<file path="src/rtl/lfsr_err_window.sv">
// Windowed error counter for the LFSR checker.
// Counts stepped bits modulo WINDOW and errors inside the current window.
// limit_hit is a same-cycle strobe: high when the current stepped bit is an
// error and it brings the window's error total to ERR_LIMIT.
//   clk       : clock, rising edge
//   reset     : synchronous active-high reset
//   clear     : synchronous clear of both counters (used on lock entry)
//   step      : one bit is being judged this cycle
//   err       : that bit was mispredicted (only meaningful with step)
//   limit_hit : error limit reached by this bit
module lfsr_err_window #(
  parameter int WINDOW    = 1024,
  parameter int ERR_LIMIT = 8
) (
  input  logic clk,
  input  logic reset,
  input  logic clear,
  input  logic step,
  input  logic err,
  output logic limit_hit
);

  localparam int BW = (WINDOW > 1) ? $clog2(WINDOW) : 1;
  localparam int EW = $clog2(ERR_LIMIT + 1);
  localparam logic [BW-1:0] BITS_LAST = BW'(WINDOW - 1);
  localparam logic [EW-1:0] ERR_MAX   = EW'(ERR_LIMIT);

  logic [BW-1:0] win_bits;
  logic [EW-1:0] win_err;
  logic [EW-1:0] win_err_inc;

  // The current bit's error is counted before the limit compare, so an error
  // on the last bit of a window still belongs to the closing window.
  assign win_err_inc = win_err + EW'(err);
  assign limit_hit   = step && err && (win_err_inc == ERR_MAX);

  always_ff @(posedge clk) begin
    if (reset || clear) begin
      win_bits <= '0;
      win_err  <= '0;
    end else if (step) begin
      if (win_bits == BITS_LAST) begin
        win_bits <= '0;
        win_err  <= '0;
      end else begin
        win_bits <= win_bits + BW'(1);
        win_err  <= win_err_inc;
      end
    end
  end

endmodule

</file>
<file path="config.mk">
export PLATFORM = sky130hd
export DESIGN_NAME = lfsr_err_window
export DESIGN_NICKNAME = d
export VERILOG_FILES = /design/src/rtl/lfsr_err_window.sv
export SDC_FILE = /design/constraint.sdc
export NUM_CORES = 1
export LEC_CHECK = 0
export CAP_MARGIN = 20
export CORE_AREA = 2 2 39 41
export CTS_CLUSTER_SIZE = 28
export DETAILED_ROUTE_END_ITERATION = 10
export DIE_AREA = 0 0 41 43
export PLACE_DENSITY = 0.74
export SLEW_MARGIN = 20
export SYNTH_ARGS = -nofsm -noshare
export SYNTH_HDL_FRONTEND = slang
export SYNTH_SLANG_ARGS = --single-unit
export TNS_END_PERCENT = 10
</file>
<file path="constraint.sdc">
create_clock -name clk -period 2.3 [get_ports clk]
set_input_delay 0.23 -clock clk [delete_from_list [all_inputs] [get_ports clk]]
set_output_delay 0.23 -clock clk [all_outputs]
set_load 0.02 [all_outputs]
</file>
==> flow_summary.ini <==
[outcome]
status = completed

[layout]
final-seq-area_um2 = 280
fin_area_um2 = 831
proportion_of_layout_cells_with_a_drive_suffix_above_1_pct = 19.3
layout.cells.most_common = dfxtp_1
finish.cell_count_without_fillers = 104
n_fill_cell = 118
num_antenna_cells = 0
layout.cells.most_common_list = dfxtp_1, nand2_1, nor2_1, xor2_1
multiInputGateArea_um2 = 430
finalCoreUtilization_pct = 60.0
nets = 98
areaGrowthSynthToFinish_pct = 18.6

[global_route]
maximum_number_of_pins_on_one_net_before_global_route_repair = 13
global_route_wire_length_before_repair_mm = 2.28
antenna_found_initial = 0
global_route.usage.total_pct = 18.9
first_global_vias = 529
globalRouteOverflowTotal = 0

[clock_tree]
cts_num_sinks = 14
clk-insertion-delay-late_ns = 0.28
holdBufCountCts = 0
ctsLongestPathBuffers = 2
clock_tree_from_tritoncts = yes
cts_htree_levels = 1
clk_root_buffer_cell = clkbuf_4
clkSlewWorstSetupHoldPaths_ns = 0.07
tritoncts.num_buffers = 3

[synthesis]
synthesized_area_per_cell_um2 = 8.98
ys_async_sr_fraction_pct = 0
yosys_warnings = 0
synth_seq_cells = 14
syn_nets = 86
summed_instance_area_of_the_synthesized_netlist_um2 = 701
postSynthCellCount = 78
synth_seq_area_share_pct = 40.0
synth.lib_cells_used.distinct = 29
synth-edff-count = 0
ys.flop_type = dfxtp_1

[sta]
timing.final.crit_share_pct = 95.2
final.setup_skew_ns = 0.00472
timing.slew.headroom_pct = 77.1
timing_worst_slew_pin_value_ns = 0.340
timing.final.crit_period_ns = 2.19
fmax_ghz = 0.457
slew_violations = 0
finalSetupTns_ns = 0
hold_viol = 0
setup_viol = 0
fin_hold_ws_ns = 0.504

[placed_design]
place_hpwl_um = 885
finalWeightedCongestion = 0.750
post_dp_cell_area_um2 = 778
dp.cells = 100
io_buffer_count = 5

[setup_path]
rrSetupSlack_ns = 0.82
worst_ep_required_time_ns = 2.07
worst_setup_path_start_kind = input port
worstSetupPathType = input port to primary output
critical_path.reg2reg.endpoint = win_err[0]
critPathMaxFanout = 3
crit_path_end_kind = primary output
critical_path.reg2reg.startpoint = win_bits[0]
worst-r2r-cell-count = 5
worstPathArrival_ns = 1.96

[power]
power.density_nw_per_um2 = 492
p_sw_uw = 88.8
power.ir.vdd_worst_uv = 296
sw_frac_of_total_pct = 21.7
power.clock.fraction_pct = 32.9
logic_gate_share_of_total_power_pct = 6.9
leakage_nw = 0.296
cellInternalPower_uw = 320
power.share.sequential_pct = 60.2

[floorplan]
design.die.area_um2 = 1760
die_width_um = 41
io-pin-count = 6
core_area_um2 = 1380
floorplan.initialDensity_pct = 50.6
dieHeight_um = 43
row_count = 14

[hold_path]
worst_hold_path.endpoint = win_err[0]
min_path_type = register to register
hold_depth = 1
launch_point_of_the_worst_hold_path = win_err[0]

[job]
timing.max_cap.violations = 0

[drt]
drt-initial-drc-count = 8
totalWireLength_mm = 1.38
drc_errors = 0
antenna_left = 0
drtPass1Iterations = 4
via_per_inst = 5.72
drt-wirelength-per-cell_um = 13.3
vias = 595
-- power by group through the flow --
stage,clock (mW),combinational [mW],sequential [mW]
floorplan,0,0.0144,0.251
global placement,0,0.0252,0.251
detailed placement,0,0.0259,0.251
CTS,0.139,0.0261,0.246
global route,0.143,0.0317,0.246
finish,0.134,0.0283,0.246
-- kinds of logic (layout without fill, tap and decap cells) --
group                      Yosys count  count (layout)  synth area share (%)
and+or+nand+nor                     38              38                  29.8
AOI/OAI and AO/OA                   14              14                  13.9
DFF                                 14              14                  40.0
xor gates and xnor gates             7               7                  8.75
adders and majority gates            3               3                  5.36
buffers and inverters                2              12                  2.14
-- worst max-delay path by stage --
stage	start	end	depth (start not counted)
final	err	limit_hit	8
after global routing	err	limit_hit	8
after CTS	err	limit_hit	8
after detailed placement	err	limit_hit	8
after global placement	err	limit_hit	8
after floorplan	win_err[0]	limit_hit	6
-- critical path, stage by stage --
cell and delay (ns):
clkdlybuf4s50_1 0.49, ha_2 0.21, ha_4 0.14, nand2_1 0.09, a21oi_2 0.14, o21ai_1 0.10
a2111oi_2 0.35, buf_4 0.20
-- cells in the mapped netlist (2+ instances only) --
cell type | count | share of area [%]
a22o_1 | 3 | 3.8
nand2_1 | 8 | 4.3
dfxtp_1 | 14 | 40
and4_1 | 2 | 2.5
nor3_1 | 5 | 3.6
nor2_1 | 8 | 4.3
xor2_1 | 6 | 7.5
a21oi_1 | 4 | 2.9
o21ai_0 | 2 | 1.4
nand3_1 | 3 | 2.1
ha_1 | 3 | 5.4
nand4_1 | 3 | 2.7
-- layout make-up --
type,instances,area share (%)
Clock buffer,3,2.71
Multi-Input combinational cell,62,51.8
Sequential cell,14,33.7
Tap cell,16,2.41
Timing Repair Buffer,9,9.34
-- flip-flops by register name (all words and copies together), names as in the netlist --
| name | count |
|---|---|
| win_err | 4 |
| win_bits | 10 |
-- timing repair --
action	4_1_cts	5_1_grt
gates resized for setup	3	9
pin swaps	0	2
endpoints found under the setup margin	1	1
setup buffers	0	1
-- metal layers --
layer	GRT usage, %	part of all wire (%)	vias to the layer above
met2	25.6	45	9
met1	26.6	50	272
met4	4.00	0.72	0
li1	-	-	312
met3	9.42	4.0	2
met5	0	0	-
-- through the flow --
stage	total power, mW	setup slack, ns
finish	0.408	0.111
global route	0.421	-0.000752
CTS	0.411	0.0121
detailed placement	0.277	-0.334
global placement	0.276	-0.272
floorplan	0.265	0.0155
(Power assumes the default switching activity.)
==> edit: new RTL, same flow settings <==
`WINDOW`: 1024 -> 2048.
--- a/src/rtl/lfsr_err_window.sv
+++ b/src/rtl/lfsr_err_window.sv
@@ -9,7 +9,7 @@
 //   err       : that bit was mispredicted (only meaningful with step)
 //   limit_hit : error limit reached by this bit
 module lfsr_err_window #(
-  parameter int WINDOW    = 1024,
+  parameter int WINDOW    = 2048,
   parameter int ERR_LIMIT = 8
 ) (
   input  logic clk,
Formal check against the unedited RTL: same outputs for any inputs over 10 cycles, from zero or initial values; that may be too few to reach the edited logic, so the function may still have changed.
==> edit against the unedited design <==
Sequential cell count increased by 1; cell area decreased by 2.9%; clock power increased by 16%; count of clock-buffer cells in the layout unchanged; area after synthesis decreased by 1.1%; register-to-register slack got worse by 0.02 ns; global-route usage decreased by 0.33 points; setup slack improved by 0.013 ns; wire length decreased by 14%; total power increased by 9.1%.
==> edit: results (changes against the unedited design) <==
first-pass GRT wire length=2100 um (-7.6%); Syn Inst Count=76 (-2.6%); pre-CTS setup slack=-0.358 ns (-0.0235 ns); Layout Nets=96 (-2.0%); largest cells by area after synthesis=dfxtp_1 (43%), xor2_1 (11%), nor2_1 (8.7%), ha_1 (5.4%), nand2_1 (4.9%); register area share after synthesis=43.3% (+3.3 points); DP HPWL=904 um (+2.1%); top flop regs=win_bits (11), win_err (4); Leak=0.302 nW (+2.1%); r2r setup slk=0.80 ns (-0.02 ns); TritonRoute pass-1 iters=2 (-2); maximum VDD drop=0.443 mV (+50%); GPL Wtd Cong=0.818 (+9.1%); largest net degree at the start of global routing=10 (-3); Total Wirelength=1190 um (-14%); min cycle time layout=2.18 ns (-0.0128 ns); Mapped Nets=84 (-2.3%); Clk Latency, worst-skew pair=0.30 ns (+0.02 ns); Worst EP arrival=between 1.5 and 2 ns; vias in the first global route=542 (+2.5%); status=finished, final reports clean; Cell variety after synth=21 (-28%); 1st-iter DRT viols=3 (-5); layout cell share with drive strength beyond 1=16.1% (-3.2 points); GRT Overall Usage=18.6% (-0.33 points)
## edit: final cells by class
type	instances	share of cell area, %
clock inverter	1	0.620
multi-input combinational	60	48.5
tap	16	2.48
timing repair buffer	8	8.37
clock buffer	3	2.79
sequential	15	37.2
## edit: metrics by stage
step,cell area [um2],instances
global route,807,103
floorplan,693,76
finish,807,103
detailed placement,774,99
CTS,805,103
global placement,774,99
## edit: kinds of logic (layout without fill, tap and decap cells)
| group | Yosys count | after routing | synth area share, % |
|---|---|---|---|
| and+or+nand+nor | 37 | 37 | 25.3 |
| xor gates and xnor gates | 12 | 12 | 15.2 |
| buffers and inverters | 1 | 12 | 1.62 |
| DFF | 15 | 15 | 43.3 |
| AOI/OAI and AO/OA | 8 | 8 | 9.21 |
| adders and majority gates | 3 | 3 | 5.42 |
## edit: what timing repair did
action                     in CTS  in global routing
hold buffers                    0                  0
setup endpoints to repair       1                  1
cloned                          0                  0
resized for setup               4                  5
pin swaps                       0                  2
## edit: layer usage
| layer | vias up | GRT usage, % | wire length (um) |
|---|---|---|---|
| met5 | - | 0 | 0 |
| met4 | 0 | 16.0 | 47 |
| met3 | 5 | 5.24 | 30 |
| met2 | 6 | 26.3 | 560 |
| met1 | 240 | 21.7 | 554 |
| li1 | 287 | - | - |
## edit: worst register-to-register path, cell delays in order (launching register included)
cell,delay (ns)
dfxtp_1,0.38
ha_1,0.20
and3_1,0.24
nand3_1,0.14
o21ai_2,0.33
nor2_1,0.09
## edit: final timing paths
kind,startpoint,depth (start not counted),to
hold reg to reg,win_bits[1],1,win_bits[1]
hold / removal,win_bits[1],1,win_bits[1]
setup / recovery,err,8,limit_hit
setup reg to reg,win_bits[0],5,win_bits[7]
## edit: power by group
group,switching [W],total (W),internal [W]
combinational,0.0000121,0.0000262,0.0000140
sequential,0.00000164,0.000263,0.000262
clock,0.0000912,0.000156,0.0000649
total,0.000105,0.000445,0.000340
